==> src/rtl/seq_shift_sub_divider_pkg.sv <==
// Shared definitions for the sequential arithmetic unit.
// The divider and the shift-and-add multiplier controller both use these.
package seq_shift_sub_divider_pkg;

    localparam int DFLT_DATA_WIDTH = 8;
    localparam int DFLT_STATE_REG  = 4;

    // Exported state codes. These values are visible on the debug port, so keep them stable.
    typedef enum logic [DFLT_STATE_REG-1:0] {
        IDLE     = 4'd0,
        LOAD_DVS = 4'd1,
        CHECK    = 4'd2,
        ITER     = 4'd3,
        DONE     = 4'd4
    } state_e;

    // Operation the controller asks the datapath to perform on this clock.
    typedef enum logic [2:0] {
        DP_HOLD     = 3'd0,
        DP_LOAD_DVD = 3'd1,
        DP_LOAD_DVS = 3'd2,
        DP_CHECK    = 3'd3,
        DP_STEP     = 3'd4
    } dp_op_e;

endpackage

==> src/rtl/seq_shift_sub_divider_shift_sub_datapath.sv <==
// Restoring-division datapath.
// It holds the quotient/dividend (Q), the remainder (R), the divisor (D) and the divide-by-zero flag.
// Each DP_STEP runs one shift-and-subtract iteration.
module shift_sub_datapath
    import seq_shift_sub_divider_pkg::*;
#(
    parameter int DATA_WIDTH = DFLT_DATA_WIDTH
) (
    input  logic                  i_clk,
    input  logic                  i_rst,
    input  dp_op_e                op,
    input  logic [DATA_WIDTH-1:0] data_input,
    output logic [DATA_WIDTH-1:0] quotient,
    output logic [DATA_WIDTH-1:0] remainder,
    output logic                  div_by_zero,
    output logic                  d_zero
);

    logic [DATA_WIDTH-1:0] q_q, q_d;
    logic [DATA_WIDTH-1:0] r_q, r_d;
    logic [DATA_WIDTH-1:0] d_q, d_d;
    logic                  dbz_q, dbz_d;

    // r_work is the shifted {R,Q} upper half. It is one bit wider than R so the bit shifted out of R is kept.
    // Before the shift R < D holds, so r_work <= 2D-1.
    // That bound means the MSB of the (DATA_WIDTH+1)-bit trial difference is set exactly when r_work < D.
    logic [DATA_WIDTH:0]   r_work;
    logic [DATA_WIDTH:0]   trial;

    // Next-value logic: operand loads, the zero-divisor check, and one restoring iteration.
    always_comb begin
        q_d    = q_q;
        r_d    = r_q;
        d_d    = d_q;
        dbz_d  = dbz_q;
        r_work = {r_q, q_q[DATA_WIDTH-1]};
        trial  = r_work - {1'b0, d_q};
        case (op)
            DP_LOAD_DVD: begin
                q_d = data_input;
                r_d = '0;
            end
            DP_LOAD_DVS: begin
                d_d = data_input;
            end
            DP_CHECK: begin
                if (d_q == '0) begin
                    q_d   = '1;
                    r_d   = q_q;
                    dbz_d = 1'b1;
                end else begin
                    dbz_d = 1'b0;
                end
            end
            DP_STEP: begin
                if (!trial[DATA_WIDTH]) begin
                    r_d = trial[DATA_WIDTH-1:0];
                    q_d = {q_q[DATA_WIDTH-2:0], 1'b1};
                end else begin
                    r_d = r_work[DATA_WIDTH-1:0];
                    q_d = {q_q[DATA_WIDTH-2:0], 1'b0};
                end
            end
            default: begin
            end
        endcase
    end

    // Register update with synchronous reset. Reset discards any partial result.
    always_ff @(posedge i_clk) begin
        if (i_rst) begin
            q_q   <= '0;
            r_q   <= '0;
            d_q   <= '0;
            dbz_q <= 1'b0;
        end else begin
            q_q   <= q_d;
            r_q   <= r_d;
            d_q   <= d_d;
            dbz_q <= dbz_d;
        end
    end

    assign quotient    = q_q;
    assign remainder   = r_q;
    assign div_by_zero = dbz_q;
    assign d_zero      = (d_q == '0);

endmodule

==> src/rtl/seq_shift_sub_divider.sv <==
// Sequential unsigned restoring divider, performing one shift-and-subtract step per clock.
// The dividend arrives with start and the divisor on the following cycle.
//
//   state    | meaning
//   ---------+-----------------------------------------------
//   IDLE     | waiting for start; dividend captured on accept
//   LOAD_DVS | capturing divisor from data_input
//   CHECK    | divisor zero -> saturated result, else arm count
//   ITER     | one restoring step per clock, counter counts down
//   DONE     | result valid, done pulses for this cycle only
module seq_shift_sub_divider
    import seq_shift_sub_divider_pkg::*;
#(
    parameter int DATA_WIDTH = DFLT_DATA_WIDTH,
    parameter int STATE_REG  = DFLT_STATE_REG
) (
    input  logic                  i_clk,
    input  logic                  i_rst,
    input  logic                  start,
    input  logic [DATA_WIDTH-1:0] data_input,
    output logic [DATA_WIDTH-1:0] quotient,
    output logic [DATA_WIDTH-1:0] remainder,
    output logic                  div_by_zero,
    output logic                  busy,
    output logic                  done,
    output logic [STATE_REG-1:0]  p_STATE
);

    localparam int CNT_W = $clog2(DATA_WIDTH + 1);

    state_e           state_q, state_d;
    logic [CNT_W-1:0] cnt_q, cnt_d;
    dp_op_e           dp_op;
    logic             d_zero;

    shift_sub_datapath #(
        .DATA_WIDTH (DATA_WIDTH)
    ) u_datapath (
        .i_clk       (i_clk),
        .i_rst       (i_rst),
        .op          (dp_op),
        .data_input  (data_input),
        .quotient    (quotient),
        .remainder   (remainder),
        .div_by_zero (div_by_zero),
        .d_zero      (d_zero)
    );

    // Next-state, iteration down-counter and datapath command.
    // Unknown state codes fall back to IDLE.
    always_comb begin
        state_d = state_q;
        cnt_d   = cnt_q;
        dp_op   = DP_HOLD;
        case (state_q)
            IDLE: begin
                if (start) begin
                    dp_op   = DP_LOAD_DVD;
                    state_d = LOAD_DVS;
                end
            end
            LOAD_DVS: begin
                dp_op   = DP_LOAD_DVS;
                state_d = CHECK;
            end
            CHECK: begin
                dp_op = DP_CHECK;
                if (d_zero) begin
                    state_d = DONE;
                end else begin
                    cnt_d   = CNT_W'(DATA_WIDTH);
                    state_d = ITER;
                end
            end
            ITER: begin
                dp_op = DP_STEP;
                cnt_d = cnt_q - CNT_W'(1);
                if (cnt_q == CNT_W'(1)) begin
                    state_d = DONE;
                end
            end
            DONE: begin
                state_d = IDLE;
            end
            default: begin
                state_d = IDLE;
            end
        endcase
    end

    // State and counter registers with synchronous reset.
    always_ff @(posedge i_clk) begin
        if (i_rst) begin
            state_q <= IDLE;
            cnt_q   <= '0;
        end else begin
            state_q <= state_d;
            cnt_q   <= cnt_d;
        end
    end

    assign busy    = (state_q != IDLE);
    assign done    = (state_q == DONE);
    assign p_STATE = STATE_REG'(state_q);

endmodule
==> config.mk <==
export PLATFORM = sky130hd
export DESIGN_NAME = seq_shift_sub_divider
export DESIGN_NICKNAME = d
export VERILOG_FILES = /design/src/rtl/seq_shift_sub_divider_pkg.sv /design/src/rtl/seq_shift_sub_divider_shift_sub_datapath.sv /design/src/rtl/seq_shift_sub_divider.sv
export SDC_FILE = /design/constraint.sdc
export NUM_CORES = 1
export LEC_CHECK = 0
export ABC_AREA = 1
export CORE_MARGIN = 10
export CORE_UTILIZATION = 40
export CTS_BUF_LIST = sky130_fd_sc_hd__clkbuf_8
export DETAILED_ROUTE_END_ITERATION = 10
export GPL_TIMING_DRIVEN = 0
export PLACE_DENSITY_LB_ADDON = 0.1
export REMOVE_ABC_BUFFERS = 1
export SYNTH_ARGS = -nofsm -noshare
export SYNTH_HDL_FRONTEND = slang
export SYNTH_HIERARCHICAL = 1
export SYNTH_SLANG_ARGS = --single-unit
==> constraint.sdc <==
create_clock -name i_clk -period 2.65 [get_ports i_clk]
set_clock_uncertainty 0.05 [all_clocks]
set_input_delay 0.53 -clock i_clk [delete_from_list [all_inputs] [get_ports i_clk]]
set_output_delay 0.53 -clock i_clk [all_outputs]
set_load 0.005 [all_outputs]
==> metrics.txt, run 1 <==
status completed; count of cell types in the netlist 39; CTS Buf Count 5; Die ar. 8578 sq um; fin cells 408; P_sw 1.906 mW; H-tree levels 2; synthesized flop and latch total 32; Area contributors post-synth dfxtp_1, nand2_1, inv_1; vias per cell 4.863; Yosys warnings 6; CP Max Fanout 25; CP Class reg -> reg; initial DRC count 114; Fin. Hold Viols 0; pin count of the biggest net entering global routing 26; Synth Flop Type dfxtp_1; slew of the pin with the lowest slew margin 0.6719 ns; grt ovf 0; final setup margin 0.3520 ns; P&R area growth vs syn 21.71%; first-pass GRT wire length 8935 microns; DRC Markers 0; hold_buf cts 0; Static Leakage 1.171 nW; CP cell instances inv_2 -> nor2_8 -> inv_1 -> nor3_4 -> nor2_4 -> nand2_4 -> inv_1 -> nor2_1 -> a21oi_1; Final Core Density 50.27%; Sequential Power Share 21.6%; hold slack 0.4259 ns; Async SR Flop Fraction 0%; Total Routing Usage GR 12.70%; CTS tree yes; post-synth top area cell dfxtp_1; CORE AREA 5107 sq um; Max Root-Sink Buffers 2; slowest library cell on the worst path dfxtp_1; clock root cell clkbuf_8; I/O Buffers 32; iteration count of the initial detailed-routing pass 4; HP Class reg -> reg; CP peak stage delay 0.53 ns; RSZ-0062 raised after global routing false; area share of the largest cell type after synthesis 30.37%; Final period util 86.72%; Int Pwr 1.839 mW; Placer Congestion 0.8223; Ports 34; crit path time final 2.298 ns; Routed WL 5361 microns; EDFF count, synth 0; antenna-violating nets left 0; initial antenna violation count 0; dpl cells 400; Die X 92.62 microns; post-DP HPWL 4069 microns; Reg2Reg Depth 9; Net Sw Frac 50.90%; TritonCTS Sinks 32; arrival time worst endpoint 2.43 ns; setup violators final 0; power density over the cells 1459 nW/um^2; WL/cell 13.14 microns; die height 92.62 microns; Row Count 26; syn avg cell area 6.939 sq um; CP Launch Type flip-flop; Starting Density 41.30%; Rel. slew slack 55.16%; post-place setup slack -0.09976 ns; max-cap violation count 0; Gate Count Post-Synth 304; Nets 359; max-slew violations 0; clock latency at the later pin of the worst-skew pair 0.29 ns; most frequent CP cell inv_1; vias in the first global route 1868; clock-pin slew on the worst setup and hold paths 0.06 ns; Vias 1984; Worst setup EP type flip-flop; Diodes inserted 0; sequential fraction of the synthesis area 30.37%; highest clock rate 435.2 MHz; share of layout cells above drive strength 1 8.284%; clock network power share 10.1%; Logic pwr share 68.3%; synthesized area 2110 sq um; Worst EP required 2.78 ns; WHS Path Cells 2; VDD IR max 0.5910 mV
[layout by cell type (no fill, tap or decap), drive strengths merged]
master	netlist	routed
dfxtp	32	32
nand3	25	25
nand4	2	2
o211ai	6	6
fa	1	1
clkbuf	2	6
ha	10	10
xnor2	1	1
nor3	4	4
clkinv	1	1
clkdlybuf4s50	0	32
xor2	2	2
nor2	20	20
nand3b	7	7
o22ai	8	8
a21oi	27	27
o21ai	22	22
a22oi	4	4
inv	56	58
a211oi	2	2
nand2	66	66
conb	1	1
or2	1	1
[flip-flops by register name, indices dropped and copies added, names as in the netlist]
register / count
u_datapath/remainder: 8
cnt_q: 4
u_datapath/d_q: 8
u_datapath/div_by_zero: 1
u_datapath/quotient: 8
p_STATE: 3
[layout make-up]
| class | instances | area, sq um |
|---|---|---|
| clock buffers | 6 | 82.58 |
| clock inverters | 2 | 7.507 |
| fillers | 541 | 2540 |
| inverters | 57 | 214.0 |
| multi-input cells | 209 | 1215 |
| flip-flops and latches | 32 | 640.6 |
| well taps | 70 | 87.58 |
| repair buffers | 32 | 320.3 |
[power by group through the flow]
stage / combinational, mW / sequential [mW] / clock, mW
after floorplan: 1.87 / 0.795 / 0
after global placement: 2.53 / 0.813 / 0
after detailed placement: 2.54 / 0.817 / 0
after CTS: 2.55 / 0.809 / 0.395
after global routing: 2.93 / 0.837 / 0.423
final: 2.56 / 0.809 / 0.380
[through the flow]
step	power (mW)	TNS, ns	instance area [sq um]
finish	3.746	0	2567
global placement	3.340	-0.2363	2471
detailed placement	3.356	-0.3307	2471
floorplan	2.664	0	2063
CTS	3.757	0	2561
global route	4.194	0	2567
[critical path: cells and delay by family, from the launching register on]
family	cells	cell delay, ns
AND/OR/NAND/NOR	5	1.11
buffers and inverters	3	0.40
AO/OA/AOI/OAI	1	0.08
flip-flops	1	0.53
[cells by family (layout without fill, tap and decap cells)]
| family | Yosys count | in the layout | synth area share, % |
|---|---|---|---|
| AO/OA/AOI/OAI | 69 | 69 | 18.68 |
| buffers and inverters | 63 | 97 | 12.34 |
| XOR/XNOR | 3 | 3 | 1.246 |
| AND/OR/NAND/NOR | 125 | 125 | 30.31 |
| flip-flops | 32 | 32 | 30.37 |
| other | 1 | 1 | 0.1778 |
| adder cells (fa/ha/maj) | 11 | 11 | 6.880 |
[worst paths after layout]
| kind | from | end | slack [ns] |
|---|---|---|---|
| worst max-delay path | p_STATE[0]$_SDFFE_PP0P_ | u_datapath/remainder[7]$_SDFFE_PP0P_ | 0.35 |
| worst max register to register | p_STATE[0]$_SDFFE_PP0P_ | u_datapath/remainder[7]$_SDFFE_PP0P_ | 0.35 |
| worst min-delay path | cnt_q[1]$_SDFFE_PP0P_ | cnt_q[1]$_SDFFE_PP0P_ | 0.43 |
| worst min register to register | cnt_q[1]$_SDFFE_PP0P_ | cnt_q[1]$_SDFFE_PP0P_ | 0.43 |
[layer usage]
metal / vias to the layer above / wire length (microns) / GRT usage [%]
met3: 5 / 324 / 4.358
met5: - / 0 / 0
met4: 0 / 61 / 4.627
met2: 37 / 2342 / 19.53
met1: 883 / 2632 / 16.06
li1: 1059 / - / -
[synth_stat cells, types with 2 or more instances]
cell and count:
nand4_1 2, o22ai_1 8, nor2_1 17, dfxtp_1 32, nor3_1 2, ha_1 10, inv_1 52, a21oi_1 27
nand3b_1 7, inv_2 4, o211ai_1 6, xor2_1 2, o21ai_1 6, o21ai_0 15, nand2_1 58, nand2_2 4
clkbuf_1 2, a22oi_1 4, nand3_1 23, nand2_4 4
[what timing repair did]
item	in CTS	in global routing
setup buffers	0	0
endpoints found under the setup margin	0	5
gates resized for setup	0	2
No activity file was read; power rests on OpenSTA's default activity.
==> run 2, diff against run 1 <==
Clock period 2.65 ns to 2.9 ns, I/O delays scaled along.
==> run 2 against run 1 <==
Clock power shrank 8.4%. Routed wire length shrank 0.28%. Combinational power shrank 9.4%. Power shrank 8.9%. Non-clock buffer count is the same. Register-to-register slack gained 0.05 ns. Critical path type is now in -> reg.
==> metrics.txt, run 2 (synthesized netlist as in run 1, its figures left out) <==
Routed WL 5346 microns; Placer Congestion 0.8223; Max Root-Sink Buffers 2; Tot Pwr 3.411 mW; antenna-violating nets left 0; clock latency at the later pin of the worst-skew pair 0.29 ns; power density over the cells 1332 nW/um^2; grt ovf 0; CP Launch Type input port; Total Routing Usage GR 12.70%; Worst setup EP type flip-flop; CP Max Fanout 25; clock-pin slew on the worst setup and hold paths 0.07 ns; total negative slack 0 ns; destination of the critical timing path u_datapath/remainder[7]$_SDFFE_PP0P_; crit path time final 2.508 ns; Row Count 26; Worst EP required 3.03 ns; Setup crit start start; RSZ-0062 raised after global routing false; Ports 34; arrival time worst endpoint 2.64 ns; Reg2Reg Depth 10; CTS tree yes; highest clock rate 398.7 MHz; Starting Density 41.30%; Diodes inserted 0; DRC Markers 0; P&R area growth vs syn 21.41%; post-DP HPWL 4069 microns; I/O Buffers 32; vias per cell 4.828; Static Leakage 1.168 nW; status completed; RR Endpoint u_datapath/remainder[7]$_SDFFE_PP0P_; CP cell instances clkdlybuf4s50_1 -> inv_1 -> o22ai_1 -> nand3_4 -> inv_2 -> nand2_2 -> nand2_4 -> inv_1 -> nor2_1 -> a21oi_1; Fin. Hold Viols 0; CP Class in -> reg; max-cap violation count 0; CTS resizes 0; H-tree levels 2; Crit path max-delay family buffers and inverters; TritonCTS Sinks 32; fillcell total 542; Rel. slew slack 46.40%; r2r setup slk 0.40 ns; first-pass GRT wire length 8935 microns; CORE AREA 5107 sq um; setup violators final 0; Die X 92.62 microns; clock root cell clkbuf_8; vias in the first global route 1868; pin count of the biggest net entering global routing 26; VDD IR max 0.5402 mV; Die ar. 8578 sq um; Crit Reg-Reg Startpoint p_STATE[2]$_SDFFE_PP0P_; initial DRC count 95; crit path buf inv count 4; CP peak stage delay 0.46 ns; slew of the pin with the lowest slew margin 0.7956 ns; commonest non-fill, non-tap cell in the layout nand2_1; CTS Buf Count 5; WL/cell 13.10 microns; cell count along the critical path 10; HP Class reg -> reg; iteration count of the initial detailed-routing pass 6; Nets 359; Vias 1970; Final period util 86.50%; most frequent cells in the layout nand2_1, inv_1, dfxtp_1, clkdlybuf4s50_1, a21oi_1; max-slew violations 0; Post-CTS Setup Inserts 0; most frequent CP cell inv_1; slowest library cell on the worst path clkdlybuf4s50_1; hold_buf cts 0; initial antenna violation count 0; share of layout cells above drive strength 1 7.988%; die height 92.62 microns
==> run 2: routing by layer <==
layer  track usage (%)  share of wire (%)  routed length [microns]  up-vias
li1                  -                  -                        -     1059
met1             16.06                 50                     2647      870
met2             19.53                 43                     2320       36
met3             4.358                5.9                      317        5
met4             4.627                1.1                       61        0
met5                 0                  0                        0        -
==> run 2: layout make-up <==
type / instances / area (sq um) / area share [%]
sequential: 32 / 640.6 / 25.01
clock buffer: 6 / 82.58 / 3.224
timing repair buffer: 32 / 320.3 / 12.51
multi-input combinational: 209 / 1209 / 47.19
tap: 70 / 87.58 / 3.420
clock inverter: 2 / 7.507 / 0.2931
inverter: 57 / 214.0 / 8.354
==> run 2: stage by stage <==
step / instances / setup slack, ns / hold slack [ns] / util, % / area (sq um)
floorplan: 298 / 0.7542 / 0.3961 / - / 2063
global placement: 400 / 0.1250 / 0.4182 / 48.38 / 2471
detailed placement: 400 / 0.1002 / 0.4237 / 48.38 / 2471
CTS: 408 / 0.4058 / 0.4330 / 50.15 / 2561
global route: 408 / 0.1624 / 0.4543 / 50.15 / 2561
finish: 408 / 0.3916 / 0.4259 / 50.15 / 2561
==> run 2: power by group <==
group / switching, mW / total [mW] / internal (mW)
sequential: 0.133 / 0.738 / 0.605
combinational: 1.44 / 2.32 / 0.885
clock: 0.162 / 0.348 / 0.186
==> run 2: worst reg2reg max path: stages (launching register included) <==
cell	delay, ns
dfxtp_1	0.34
inv_1	0.15
nand2_4	0.09
o21ai_0	0.64
nand3_4	0.21
inv_2	0.17
nand2_2	0.14
nand2_4	0.26
inv_1	0.15
nor2_1	0.13
a21oi_1	0.07
==> run 2: worst min path at each step <==
stage,start,endpoint,slack (ns),cells past startpoint
detailed placement,u_datapath/d_q[0]$_SDFFE_PP0N_,u_datapath/d_q[0]$_SDFFE_PP0N_,0.42,2
floorplan,cnt_q[1]$_SDFFE_PP0P_,cnt_q[1]$_SDFFE_PP0P_,0.40,2
finish,cnt_q[1]$_SDFFE_PP0P_,cnt_q[1]$_SDFFE_PP0P_,0.43,2
global route,cnt_q[1]$_SDFFE_PP0P_,cnt_q[1]$_SDFFE_PP0P_,0.45,2
global placement,cnt_q[1]$_SDFFE_PP0P_,cnt_q[1]$_SDFFE_PP0P_,0.42,2
CTS,cnt_q[1]$_SDFFE_PP0P_,cnt_q[1]$_SDFFE_PP0P_,0.43,2
==> edit 1, RTL diff (config.mk and constraints of run 1) <==
Register the inputs `start` and `data_input` before use. The logic sees them one clock later. Comments in the files are not updated.
--- a/src/rtl/seq_shift_sub_divider.sv
+++ b/src/rtl/seq_shift_sub_divider.sv
@@ -30,2 +30,10 @@
 
+    logic start_q;
+    logic [DATA_WIDTH-1:0] data_input_q;
+
+    always_ff @(posedge i_clk) begin
+        start_q      <= start;
+        data_input_q <= data_input;
+    end
+
     state_e           state_q, state_d;
@@ -41,3 +49,3 @@
         .op          (dp_op),
-        .data_input  (data_input),
+        .data_input  (data_input_q),
         .quotient    (quotient),
@@ -56,3 +64,3 @@
             IDLE: begin
-                if (start) begin
+                if (start_q) begin
                     dp_op   = DP_LOAD_DVD;
Behaviour: not the same (Yosys sat finds a counterexample within 4 cycles, from zero or initial values and one cycle with i_rst high).
==> edit 1 against run 1 <==
Die area is 6.3% higher; worst setup slack better by 0.038 ns; sequential power grew 19%; power rose by 12%; cell area increased by 8.4%; largest cell class unchanged; final cell count grew 2.9%; synthesized cell count rose by 3.3%; wire length rose by 2.7%; largest power group unchanged; sequential cell count is 9 higher; worst hold slack better by 0.0026 ns; synthesized area increased by 8.1%.
==> edit 1: results (changes against run 1) <==
metric	value	unit	change
place_inst	412		was 400
status	complete, no violations		unchanged
place.gp.congestion	0.805		was 0.822
grt_pass1_wl	9270	µm	was 8940 µm
cts.sinks	41		was 32
power_density	1510	nW/µm²	was 1460 nW/µm²
yosys-top-cells-count	nand2_1 (61), inv_1 (49), dfxtp_1 (41), a21oi_1 (27)		was nand2_1 (58), inv_1 (52), dfxtp_1 (32), a21oi_1 (27), nand3_1 (23)
grt_pass1_vias	1973		was 1868
maxSlewHeadroom	55.8	%	was 55.2%
drtIter0Drc	92		was 114
track_usage	12.6	%	was 12.7%
buffer_area_share	11.5	%	was 12.5%
clkPwrFrac	14.2	%	was 10.1%
nNetsFinal	369		was 359
p_comb	0.00264	W	was 0.00256 W
vias	2024		was 1984
ys_types	38		was 39
hpwl	4110	µm	was 4070 µm
p_leak	1.27	nW	was 1.17 nW
multi_input_area	1210	µm²	about the same
arrival	2.39	ns	was 2.43 ns
avgSynthCellArea	7.26	µm²	was 6.94 µm²
seq_area	821	µm²	was 641 µm²
nMultiInputCombCells	211		was 209
synth-adder-area-share	6.36	%	was 6.88%
irDropWorstVdd	0.699	mV	was 0.591 mV
design.die.area	9120	µm²	was 8580 µm²
post_dp_cell_area	2650	µm²	was 2470 µm²
wl_per_cell	13.1	µm	about the same
ys_seq_area_share	36.0	%	was 30.4%
internal_power	0.00219	W	was 0.00184 W
cp_slowest_stage_delay	0.50	ns	was 0.53 ns
clk_share	4.81	%	was 3.51%
ys_top_cells_by_area	dfxtp_1 (36%), nand2_1 (10%), inv_1 (8.1%)		was dfxtp_1 (30%), nand2_1 (10%), inv_1 (9.3%)
[edit 1: worst paths after layout]
path | to | startpoint | slack (ns) | cells after the start
worst min-delay path | u_datapath/div_by_zero | u_datapath/div_by_zero | 0.43 | 2
worst min register to register | u_datapath/div_by_zero | u_datapath/div_by_zero | 0.43 | 2
worst max register to register | u_datapath/remainder[7] | p_STATE[0] | 0.39 | 9
worst max-delay path | u_datapath/remainder[7] | p_STATE[0] | 0.39 | 9
[edit 1: repair_timing]
action / 4_1_cts / 5_1_grt
endpoints found under the hold margin: 0 / 0
setup endpoints to repair: 0 / 1
resized for setup: 0 / 1
buffers inserted: 0 / 0
[edit 1: metal layers]
layer / wire length, µm / up-vias / track usage, %
met5: 0 / - / 0
met4: 40 / 0 / 3.81
met3: 289 / 4 / 3.77
met2: 2430 / 32 / 19.2
met1: 2740 / 902 / 16.7
li1: - / 1086 / -
==> edit 2, RTL diff (config.mk and constraints of run 1) <==
Without the edit above. `DFLT_DATA_WIDTH`: 8 -> 16.
--- a/src/rtl/seq_shift_sub_divider_pkg.sv
+++ b/src/rtl/seq_shift_sub_divider_pkg.sv
@@ -4,3 +4,3 @@
 
-    localparam int DFLT_DATA_WIDTH = 8;
+    localparam int DFLT_DATA_WIDTH = 16;
     localparam int DFLT_STATE_REG  = 4;
Interface: changed (resized data_input, quotient and remainder); port bits go from 34 to 58. The function was not compared with the original's and may differ.
==> edit 2 against run 1 <==
Cell area increased by 87%; critical path depth increased by 6; first-iteration DRC count increased to 2.6 times the old value; utilization increased by 1.5 points; wire length increased by 120%; worst setup slack got worse by 0.20 ns; synthesized area increased by 82%; sequential cell count increased by 25; die area increased by 63%; critical path type unchanged; critical endpoint is now u_datapath/quotient[0]; largest cell class unchanged.
Power is left out: the tool's default activity adds up to more than one toggle a clock period on the data nets, which glitch-free logic cannot reach.
==> edit 2: results (changes against run 1) <==
metric	value	unit	change
arrival	2.66	ns	was 2.43 ns
synth_cells	577		was 304
cts-htree-levels	3		was 2
period_minus_slack	2.50	ns	was 2.30 ns
whs_path_depth	2		unchanged
holdCritStartpoint	u_datapath/d_q[0]		was cnt_q[1]
nNetsFinal	674		was 359
io_buffers	56		was 32
rrSetupSlack	0.15	ns	was 0.35 ns
synth-async-reset-ratio	0	%	unchanged
pre_cts_ws	-1.48	ns	was -0.0998 ns
post_dp_cell_area	4440	µm²	was 2470 µm²
wl_met3	775	µm	was 324 µm
wl_per_cell	15.3	µm	was 13.1 µm
cts_setup_buffers	4		was 0
startpoint	u_datapath/quotient[15]		was p_STATE[0]
status	complete, no violations		unchanged
ys_seq_area_share	29.6	%	was 30.4%
worst_slew_pin_slew	0.702	ns	was 0.672 ns
firstDrtPassIters	5		was 4
vias	3983		was 1984
hold_ws	0.432	ns	was 0.426 ns
cp-endpoint	u_datapath/quotient[0]		was u_datapath/remainder[7]
fillers	1028		was 541
drive_gt1_share	11.3	%	was 8.28%
yosys-top-cells-count	nand2_1 (135), a21oi_1 (76), inv_1 (76), dfxtp_1 (57), o21ai_0 (45)		was nand2_1 (58), inv_1 (52), dfxtp_1 (32), a21oi_1 (27), nand3_1 (23)
grt_max_degree	46		was 26
synth_compound_area_share	20.8	%	was 18.7%
diodes	0		unchanged
cts_resized	4		was 0
grtUsageMet3	3.50	%	was 4.36%
cp_max_fo	18		was 25
ys_top_cells_by_area	dfxtp_1 (30%), nand2_1 (13%), a21oi_1 (9.9%)		was dfxtp_1 (30%), nand2_1 (10%), inv_1 (9.3%)
antenna_found_initial	0		unchanged
place.gp.congestion	0.895		was 0.822
wirelength	11800	µm	was 5360 µm
ys_types	37		was 39
drtIter0Drc	294		was 114
hpwl	8210	µm	was 4070 µm
synth_xor_area_share	1.82	%	was 1.25%
clk_latency	0.34	ns	was 0.29 ns
track_usage	16.5	%	was 12.7%
min_to	u_datapath/d_q[0]		was cnt_q[1]
grt_pass1_vias	3815		was 1868
cp_slowest_stage_delay	0.41	ns	was 0.53 ns
synth-adder-area-share	6.37	%	was 6.88%
place_inst	741		was 400
grt_pass1_wl	19400	µm	was 8940 µm
slowest_stage	fa_1		was dfxtp_1
wl_met2	5470	µm	was 2340 µm
met2_usage	26.1	%	was 19.5%
gr-usage-met1	21.9	%	was 16.1%
cts-root-buf	clkbuf_8		unchanged
route.layer.met1.wl	5380	µm	was 2630 µm
numCtsBuffers	9		was 5
rr_worst_depth	15		was 9
edit 2: cell count changes after synthesis, moves of 6 or more:
cell,delta
o211ai_1,-6
o22ai_1,+8
inv_1,+24
nand2_2,+7
clkbuf_1,+6
nand2_1,+77
ha_1,+8
nand3_1,+17
dfxtp_1,+25
a21oi_1,+49
o21ai_0,+30
edit 2: final cells by class:
| class | count | area, µm² | area share [%] |
|---|---|---|---|
| timing repair buffer | 66 | 648 | 13.5 |
| tap | 129 | 161 | 3.36 |
| inverter | 84 | 323 | 6.71 |
| multi-input combinational | 418 | 2340 | 48.7 |
| sequential | 57 | 1140 | 23.7 |
| clock buffer | 11 | 151 | 3.15 |
| clock inverter | 4 | 43.8 | 0.911 |
edit 2: worst max-delay path, delay by kind of cell, from the launching register on:
family / cells / cell delay (ns)
fa+ha+maj: 2 / 0.56
compound gates: 2 / 0.20
flops: 1 / 0.37
simple gates: 8 / 0.86
buf+inv: 3 / 0.33
